==> src/rtl/alarm_defs.sv <==
// Shared state encodings, tick limits and BCD helpers for the alarm controller.
package alarm_defs;

    typedef enum logic [2:0] {
        ST_CLOCK     = 3'd0,
        ST_SET_TIME  = 3'd1,
        ST_SET_ALARM = 3'd2,
        ST_LOADING   = 3'd3,
        ST_RINGING   = 3'd4,
        ST_SNOOZE    = 3'd5
    } state_t;

    localparam logic [5:0] RING_TICKS    = 6'd60;
    localparam logic [8:0] SNOOZE_TICKS  = 9'd300;
    localparam logic [5:0] TIMEOUT_TICKS = 6'd30;

    localparam logic [4:0] MAX_HOURS   = 5'd23;
    localparam logic [5:0] MAX_MINUTES = 6'd59;

    function automatic logic [4:0] bcd_to_hours(input logic [2:0] tens, input logic [3:0] units);
        return {2'b00, tens} * 5'd10 + {1'b0, units};
    endfunction

    function automatic logic [5:0] bcd_to_minutes(input logic [2:0] tens, input logic [3:0] units);
        return {3'b000, tens} * 6'd10 + {2'b00, units};
    endfunction

endpackage

==> src/rtl/time_field_edit.sv <==
// Wrap-around increment/decrement of one time field (hours or minutes).
module time_field_edit #(
    parameter int WIDTH = 6
) (
    input  logic [WIDTH-1:0] value,
    input  logic [WIDTH-1:0] max,
    input  logic             up,
    input  logic             down,
    output logic [WIDTH-1:0] next_value
);

    localparam logic [WIDTH-1:0] ONE = WIDTH'(1);

    // NOTE: next_value gets a default first so no path leaves it unassigned (no latch).
    always_comb begin
        next_value = value;
        if (up) begin
            next_value = (value >= max) ? '0 : value + ONE;
        end else if (down) begin
            next_value = (value == '0 || value > max) ? max : value - ONE;
        end
    end

endmodule

==> src/rtl/alarm_controller.sv <==
// Alarm clock control FSM: time/alarm setting, counter loading, ringing and snooze.
module alarm_controller
    import alarm_defs::*;
(
    input  logic       clk,
    input  logic       reset,
    input  logic       tick_1hz,
    input  logic       btn_c,
    input  logic       btn_u,
    input  logic       btn_d,
    input  logic       btn_l,
    input  logic       btn_r,
    input  logic [2:0] hour_tens,
    input  logic [3:0] hour_units,
    input  logic [2:0] min_tens,
    input  logic [3:0] min_units,
    output logic       counter_enable,
    output logic       counter_load,
    output logic [4:0] load_hours,
    output logic [5:0] load_minutes,
    output logic [4:0] edit_hours,
    output logic [5:0] edit_minutes,
    output logic       edit_field,
    output logic       alarm_armed,
    output logic       buzzer,
    output logic [2:0] mode
);

    state_t     state;
    state_t     next_state;

    logic [4:0] alarm_hours;
    logic [5:0] alarm_minutes;
    logic [5:0] ring_count;
    logic [5:0] timeout_count;
    logic [8:0] snooze_count;
    logic       match_prev;

    logic [4:0] live_hours;
    logic [5:0] live_minutes;
    logic [4:0] hours_next;
    logic [5:0] minutes_next;

    logic act_c, act_u, act_d, act_l, act_r, any_btn;
    logic match, trigger;
    logic timeout_hit, ring_done, snooze_done;

    // One action per clk: each button is masked by every higher-priority one.
    assign act_c   = btn_c;
    assign act_u   = btn_u & ~btn_c;
    assign act_d   = btn_d & ~btn_c & ~btn_u;
    assign act_l   = btn_l & ~btn_c & ~btn_u & ~btn_d;
    assign act_r   = btn_r & ~btn_c & ~btn_u & ~btn_d & ~btn_l;
    assign any_btn = btn_c | btn_u | btn_d | btn_l | btn_r;

    assign live_hours   = bcd_to_hours(hour_tens, hour_units);
    assign live_minutes = bcd_to_minutes(min_tens, min_units);

    assign match   = alarm_armed && (live_hours == alarm_hours) && (live_minutes == alarm_minutes);
    assign trigger = match && !match_prev && (state == ST_CLOCK);

    assign timeout_hit = tick_1hz && !any_btn && (timeout_count == TIMEOUT_TICKS - 6'd1);
    assign ring_done   = tick_1hz && !any_btn && (ring_count == RING_TICKS - 6'd1);
    assign snooze_done = tick_1hz && (snooze_count <= 9'd1);

    time_field_edit #(.WIDTH(5)) u_hours_edit (
        .value      (edit_hours),
        .max        (MAX_HOURS),
        .up         (act_u & ~edit_field),
        .down       (act_d & ~edit_field),
        .next_value (hours_next)
    );

    time_field_edit #(.WIDTH(6)) u_minutes_edit (
        .value      (edit_minutes),
        .max        (MAX_MINUTES),
        .up         (act_u & edit_field),
        .down       (act_d & edit_field),
        .next_value (minutes_next)
    );

    // NOTE: sequential state uses non-blocking assignments; reset is synchronous here.
    always_ff @(posedge clk) begin
        if (reset) begin
            state <= ST_CLOCK;
        end else begin
            state <= next_state;
        end
    end

    always_comb begin
        next_state = state;
        case (state)
            ST_CLOCK: begin
                if (trigger)    next_state = ST_RINGING;
                else if (act_c) next_state = ST_SET_TIME;
                else if (act_l) next_state = ST_SET_ALARM;
            end
            ST_SET_TIME: begin
                if (act_c)            next_state = ST_LOADING;
                else if (timeout_hit) next_state = ST_CLOCK;
            end
            ST_SET_ALARM: begin
                if (act_c || timeout_hit) next_state = ST_CLOCK;
            end
            ST_LOADING: begin
                if (tick_1hz) next_state = ST_CLOCK;
            end
            ST_RINGING: begin
                if (act_c)          next_state = ST_CLOCK;
                else if (act_u)     next_state = ST_SNOOZE;
                else if (ring_done) next_state = ST_CLOCK;
            end
            ST_SNOOZE: begin
                if (act_c || act_d)   next_state = ST_CLOCK;
                else if (snooze_done) next_state = ST_RINGING;
            end
            default: next_state = ST_CLOCK;
        endcase
    end

    always_ff @(posedge clk) begin
        if (reset) begin
            load_hours    <= '0;
            load_minutes  <= '0;
            edit_hours    <= '0;
            edit_minutes  <= '0;
            edit_field    <= 1'b0;
            alarm_hours   <= '0;
            alarm_minutes <= '0;
            alarm_armed   <= 1'b0;
            ring_count    <= '0;
            timeout_count <= '0;
            snooze_count  <= '0;
            match_prev    <= 1'b0;
        end else begin
            match_prev <= match;
            case (state)
                ST_CLOCK: begin
                    if (trigger) begin
                        ring_count <= '0;
                    end else if (act_c) begin
                        edit_hours    <= live_hours;
                        edit_minutes  <= live_minutes;
                        edit_field    <= 1'b0;
                        timeout_count <= '0;
                    end else if (act_l) begin
                        edit_hours    <= alarm_hours;
                        edit_minutes  <= alarm_minutes;
                        edit_field    <= 1'b0;
                        timeout_count <= '0;
                    end else if (act_d) begin
                        alarm_armed <= ~alarm_armed;
                    end
                end
                ST_SET_TIME, ST_SET_ALARM: begin
                    edit_hours   <= hours_next;
                    edit_minutes <= minutes_next;
                    if (act_l || act_r) edit_field <= ~edit_field;
                    if (any_btn)       timeout_count <= '0;
                    else if (tick_1hz) timeout_count <= timeout_count + 6'd1;
                    if (act_c) begin
                        if (state == ST_SET_TIME) begin
                            load_hours   <= edit_hours;
                            load_minutes <= edit_minutes;
                        end else begin
                            alarm_hours   <= edit_hours;
                            alarm_minutes <= edit_minutes;
                            alarm_armed   <= 1'b1;
                        end
                    end
                end
                ST_RINGING: begin
                    if (any_btn)       ring_count <= '0;
                    else if (tick_1hz) ring_count <= ring_count + 6'd1;
                    if (act_u) snooze_count <= SNOOZE_TICKS;
                end
                ST_SNOOZE: begin
                    if (tick_1hz)    snooze_count <= snooze_count - 9'd1;
                    if (snooze_done) ring_count <= '0;
                    if (act_d)       alarm_armed <= 1'b0;
                end
                default: ;
            endcase
        end
    end

    // Remaining outputs are pure decodes of the state register.
    assign mode           = state;
    assign counter_enable = (state == ST_CLOCK) || (state == ST_RINGING) || (state == ST_SNOOZE);
    assign counter_load   = (state == ST_LOADING);
    assign buzzer         = (state == ST_RINGING);

endmodule

==> config.mk <==
export PLATFORM = sky130hd
export DESIGN_NAME = alarm_controller
export DESIGN_NICKNAME = d
export VERILOG_FILES = /design/src/rtl/alarm_defs.sv /design/src/rtl/time_field_edit.sv /design/src/rtl/alarm_controller.sv
export SDC_FILE = /design/constraint.sdc
export NUM_CORES = 1
export LEC_CHECK = 0
export BUFFER_PORTS_ARGS = -buffer_cell sky130_fd_sc_hd__buf_2
export CORE_MARGIN = 10
export CORE_UTILIZATION = 50
export DETAILED_ROUTE_END_ITERATION = 10
export GPL_ROUTABILITY_DRIVEN = 0
export PLACE_DENSITY = 0.73
export SETUP_SLACK_MARGIN = 0.4
export SLEW_MARGIN = 10
export SYNTH_ARGS = -nofsm -noshare
export SYNTH_HDL_FRONTEND = slang
export SYNTH_SLANG_ARGS = --single-unit
export TNS_END_PERCENT = 10
==> constraint.sdc <==
create_clock -name clk -period 3.7 [get_ports clk]
set_input_delay 0.925 -clock clk [delete_from_list [all_inputs] [get_ports clk]]
set_output_delay 0.925 -clock clk [all_outputs]
set_load 0.02 [all_outputs]
== Word-level counts from Yosys, hierarchy flattened ==
Cells that the tools add are included.

* Word-level logic and storage cells: 177
* Output and inout bits: 30
* Input port bits: 22
* Register bits: 60

* $mul: 2
* Order comparisons: 5
* Reduce and logical (&&, ||, !) cells: 35
* Muxes and demuxes: 56
* Add/sub/neg operators: 9
* Bitwise logic cells: 25
* Eq/ne operators: 32

{| class="wikitable"
|+ Operators with widths
! operator !! number
|-
| $mux 6 || 16
|-
| $mux 3 || 12
|-
| $mux 5 || 7
|-
| $ne 2x2->1 const B || 13
|-
| $pmux 6 s2 || 2
|-
| $reduce_and 4->1 || 5
|-
| $add 6x1->6 const B || 3
|-
| $mux 9 || 2
|-
| $pmux 3 s6 || 1
|-
| $pmux 6 s3 || 1
|-
| $pmux 9 s2 || 1
|-
| $and 1x1->1 || 14
|-
| $ne 3x3->1 const B || 4
|-
| $mux 1 || 11
|-
| $pmux 5 s2 || 1
|-
| $le 9x1->1 const B || 1
|-
| $reduce_and 3->1 || 3
|-
| $sub 9x1->9 const B || 1
|-
| $logic_and 1x1->1 || 8
|-
| $reduce_and 8->1 || 1
|-
| $logic_or 1x1->1 || 7
|-
| $not 1->1 || 7
|-
| $add 6x4->6 || 1
|-
| $eq 3x2->1 const B || 2
|-
| other kinds (32) || 40
|}

== Depth between registers and ports, before layout ==
* Word-level depth: 11
* Mapped depth: 11

== Modules after synthesis ==
Synthesis repeated with hierarchy kept, for this count alone.

* Cells, all modules: 605
* Area total of the unflattened synthesis: 4764.6 um2

{| class="wikitable"
|+ Modules (own cells, without submodules)
! module !! area an instance (um2) !! cells an instance !! seq. area each (um2) !! instances
|-
| alarm_controller || 3667.3 || 449 || 1201.2 || 1
|-
| time_field_edit (u_minutes_edit) || 643.1 || 93 || 0.0 || 1
|-
| time_field_edit (u_hours_edit) || 454.2 || 63 || 0.0 || 1
|}

== Worst setup path after synthesis ==
Ideal clock, no wire load.

* Kind: input to register
* Start point: input port hour_tens[0]
* End point: register timeout_count[2]
* Data arrival time: 3.563 ns
* Stages on the path: 10
* Library setup time: 0.117 ns
* Required time: 3.583 ns
* Path slack: 0.019 ns
* Path through: ha_1 -> fa_1 -> xnor2_1 -> nand4_1 -> or3_2 -> or4_1 -> buf_2 -> o31a_2 -> nor2b_1 -> a32o_1

* Cells in the longest elaborated chain, start to end: 9

{| class="wikitable"
|+ Ends and longest elaborated chain
! item !! RTL line !! RTL
|-
| start: declaration || alarm_controller.sv:13 || <nowiki>input logic [2:0] hour_tens,</nowiki>
|-
| $mul 3x3->4 || alarm_defs.sv:21 || <nowiki>return {2'b00, tens} * 5'd10 + {1'b0, units};</nowiki>
|-
| $add 5x4->5 || alarm_defs.sv:21 ||
|-
| $eq 5x5->1 || alarm_controller.sv:59 || <nowiki>assign match = alarm_armed && (live_hours == alarm_hours) && (live_minutes == alarm_minutes);</nowiki>
|-
| $logic_and 1x1->1 (2 in series) || alarm_controller.sv:59 ||
|-
| $logic_and 1x1->1 (2 in series) || alarm_controller.sv:60 || <nowiki>assign trigger = match && !match_prev && (state == ST_CLOCK);</nowiki>
|-
| $ne 2x2->1 (no line) || -- ||
|-
| $reduce_and 4->1 (no line) || -- ||
|-
| end signal: assignment || alarm_controller.sv:161 || <nowiki>else if (tick_1hz) timeout_count <= timeout_count + 6'd1;</nowiki>
|-
| end: declaration || alarm_controller.sv:35 || <nowiki>logic [5:0] timeout_count;</nowiki>
|}

Every way passes these cells.
A chain may end at the register's enable or synchronous reset.

== Final worst setup path ==
* Start point: input port min_tens[0]
* End point: register state[1] (netlist: mode[1])

* Cells in the longest elaborated chain, start to end: 8
* Elaborated cells on any way between the ends: 10
* Those cells by class: add/sub: 1; mul: 1; eq/ne: 2; mux: 2; reduce/logical: 4

{| class="wikitable"
|+ Ends and longest elaborated chain
! item !! RTL line !! RTL
|-
| start: declaration || alarm_controller.sv:15 || <nowiki>input logic [2:0] min_tens,</nowiki>
|-
| $mul 3x3->5 (*) || alarm_defs.sv:25 || <nowiki>return {3'b000, tens} * 6'd10 + {2'b00, units};</nowiki>
|-
| $add 6x4->6 (*) || alarm_defs.sv:25 ||
|-
| $eq 6x6->1 (*) || alarm_controller.sv:59 ||
|-
| $logic_and 1x1->1 (*) || alarm_controller.sv:59 ||
|-
| $logic_and 1x1->1 (*) (2 in series) || alarm_controller.sv:60 ||
|-
| $ne 4x4->1 (no line) or $mux 3 (tied branches) || -- ||
|-
| $reduce_and 6->1 (no line) or $pmux 3 s6 (tied branches) || -- ||
|-
| end signal: assignment || alarm_controller.sv:87 || <nowiki>state <= next_state;</nowiki>
|-
| end: declaration || alarm_controller.sv:29 || <nowiki>state_t state;</nowiki>
|}

Mark *: on every way between the ends. The rest lies on a longest branch, timed or not.

==> flow_summary.json <==
{
  "rsz0062_at_grt": "true",
  "ff2ff_setup_slack_ps": 1060,
  "cts_hold_buffers": 0,
  "fin_crit_ps": 3482,
  "required_ps": 3930,
  "area_growth_pct": 15.60,
  "placed_area_sq_um": 4547,
  "finalSetupTns_ps": 0,
  "drive_gt1_share_pct": 21.04,
  "finalCoreUtilization_pct": 59.21,
  "final-seq-area_sq_um": 1201,
  "dp_cells": 659,
  "synth_seq_cells": 60,
  "crit_slowest_cell": "fa_2",
  "dieArea_sq_um": 12440,
  "syn_avg_cell_area_sq_um": 7.901,
  "cpMostUsedCell": "buf_4",
  "min_path_type": "reg2reg",
  "fin_cells": 680,
  "synth_area_leaders": "dfxtp_1 29%, a21oi_1 6.7%, nand2_1 6.3%",
  "critPathLaunchType": "input port",
  "syn_inst": 530,
  "grt_pass1_vias": 3915,
  "grt_max_degree": 60,
  "path_clk_slew_ps": 70,
  "finalCritPeriodShare_pct": 94.10,
  "cts_tree": "built",
  "ios": 52,
  "path_delay_family": "simple AND/OR/NAND/NOR gates",
  "whs_ps": 455.2,
  "async_flop_share_pct": 0,
  "leakagePower_nw": 1.917,
  "multi_input_area_sq_um": 2870,
  "critical_path_arrival_ps": 3710,
  "port_buffers": 51,
  "row_count": 33,
  "cts_root_buf": "clkbuf_8",
  "htreeDepth": 3,
  "fill_cells": 751,
  "yosysWarnings": 0,
  "synthesis.area_sq_um": 4188,
  "place_ws_ps": -140.2,
  "start_util_pct": 51.22,
  "setup_viol": 0,
  "clk_latency_ps": 340,
  "skew_ps": 9.679,
  "numCtsBuffers": 9,
  "critical_path_class": "in2reg",
  "synth_most_common_cell": "nand2_1",
  "dp_hpwl_mm": 8.023,
  "routedWlPerCell_um": 16.65,
  "crit_fanout": 3,
  "status": "complete, no violations",
  "power_density_nw_per_um2": 449.6,
  "synth_nets": 574,
  "fp.coreArea_sq_um": 8175,
  "design_area_sq_um": 4841,
  "cts_sinks": 60,
  "avgViaCountPerCell": 6.044,
  "fp.dieH_um": 111.5,
  "fmax_mhz": 287.2,
  "setup_slack_ps": 218.4,
  "fin_nets": 614,
  "peakVddDrop_v": 0.0002417,
  "synth_edf_count": 0,
  "max-slew-margin-rel_pct": 56.89,
  "synth_common_cells": "70 x nand2_1, 60 x dfxtp_1, 56 x a21oi_1",
  "routed_wl_mm": 11.33,
  "cts.path.max_buffers": 2,
  "first_pass_iters": 5,
  "synth_top_area_cell": "dfxtp_1",
  "end_kind": "flip-flop",
  "insertedDiodeCount": 0,
  "slew_violations": 0,
  "drv_cap": 0,
  "slowest_delay_ps": 570,
  "dr_total_vias": 4110,
  "hold_viol": 0,
  "die_w_um": 111.5,
  "drc": 0,
  "grt_usage_pct": 17.36,
  "grt-ovfl-total": 0,
  "path_buf_inv": 3,
  "synth_flop_cell": "dfxtp_1",
  "p_total_mw": 2.176,
  "ant_nets": 0,
  "synth_cell_type_count": 70,
  "synth_top_area_share_pct": 28.68,
  "dr.first_iter.drc_count": 323,
  "grt_first_pass_wirelength_mm": 18.93,
  "grt_antenna_before_repair": 0,
  "seq_area_frac_synth_pct": 28.68,
  "crit_path_cell_trace": "buf_8 -> ha_4 -> fa_2 -> xnor2_2 -> nand3_1 -> buf_4 -> or4_4 -> nor4_4 -> buf_4 -> o211a_4 -> o311ai_2 -> o41ai_1",
  "worst_pin_slew_ps": 646.6
}
==> cell families after synthesis <==
group           after synthesis  share of synthesized area [%]
compound gates              144                          22.62
xor+xnor                     29                          7.380
fa+ha+maj                    22                          6.932
buf+inv                      56                          5.826
flops                        60                          28.68
mux                          14                          3.496
simple gates                205                          25.07
==> routing by layer <==
layer  vias to the layer above  GRT usage, %  share of wire, %
li1                       1998             -                 -
met1                      1958         22.24                46
met2                       137         28.96                47
met3                        17         3.328               5.6
met4                         0         4.799               1.3
met5                         -             0                 0
==> layout by cell type, fill, tap and decap left out, types with 8 or more instances in the layout <==
cell      netlist  layout
a21oi_1        56      55
buf_2           3      49
buf_4           1      17
clkbuf_8        2       9
dfxtp_1        60      60
ha_1           20      16
inv_1          16      16
mux2i_1         9       9
nand2_1        70      70
nand3_1        17      17
nand4_1         9       9
nor2_1         35      35
nor2b_1         9       8
nor3_1         12      12
nor3b_1         8       8
o21ai_0        24      24
xnor2_1        16      15
xor2_1          9       9
==> tightest hold or removal path, stage by stage, from the launching register on <==
cell     delay, ps
dfxtp_1        310
nand2_1         50
a21oi_1         50
==> timing repair <==
item,4_1_cts,5_1_grt
setup endpoints to repair,18,27
pin swaps,0,11
setup buffers,0,5
resized for setup,1,13
==> final timing paths <==
kind	startpoint	endpoint	depth (start not counted)
setup / recovery	min_tens[0]	mode[1]$_SDFFE_PP0P_	12
hold / removal	load_hours[2]$_SDFFE_PP0P_	load_hours[2]$_SDFFE_PP0P_	2
setup reg to reg	mode[2]$_SDFFE_PP0P_	timeout_count[2]$_SDFFE_PP0P_	7
hold reg to reg	load_hours[2]$_SDFFE_PP0P_	load_hours[2]$_SDFFE_PP0P_	2
==> cell type report <==
class                   instances  area share, %
multi-input cells             414          59.29
flip-flops and latches         60          24.81
repair buffers                 68          8.245
clock inverters                 7          1.060
well taps                     105          2.714
clock buffers                   9          2.559
inverters                      17          1.318
==> power by group <==
group,leakage [nW],internal (mW),switching [mW],total (mW)
sequential,0.486,0.692,0.125,0.817
clock,0.0856,0.245,0.291,0.536
combinational,1.34,0.356,0.468,0.824
total,1.92,1.29,0.884,2.18
==> flip-flops by register name, indices dropped and copies added (netlist names), 3 cells and up <==
| register | count |
|---|---|
| edit_hours | 5 |
| load_hours | 5 |
| alarm_hours | 5 |
| load_minutes | 6 |
| mode | 3 |
| ring_count | 6 |
| edit_minutes | 6 |
| alarm_minutes | 6 |
| snooze_count | 9 |
| timeout_count | 6 |
Note: power is estimated with default switching activity, not from simulation.
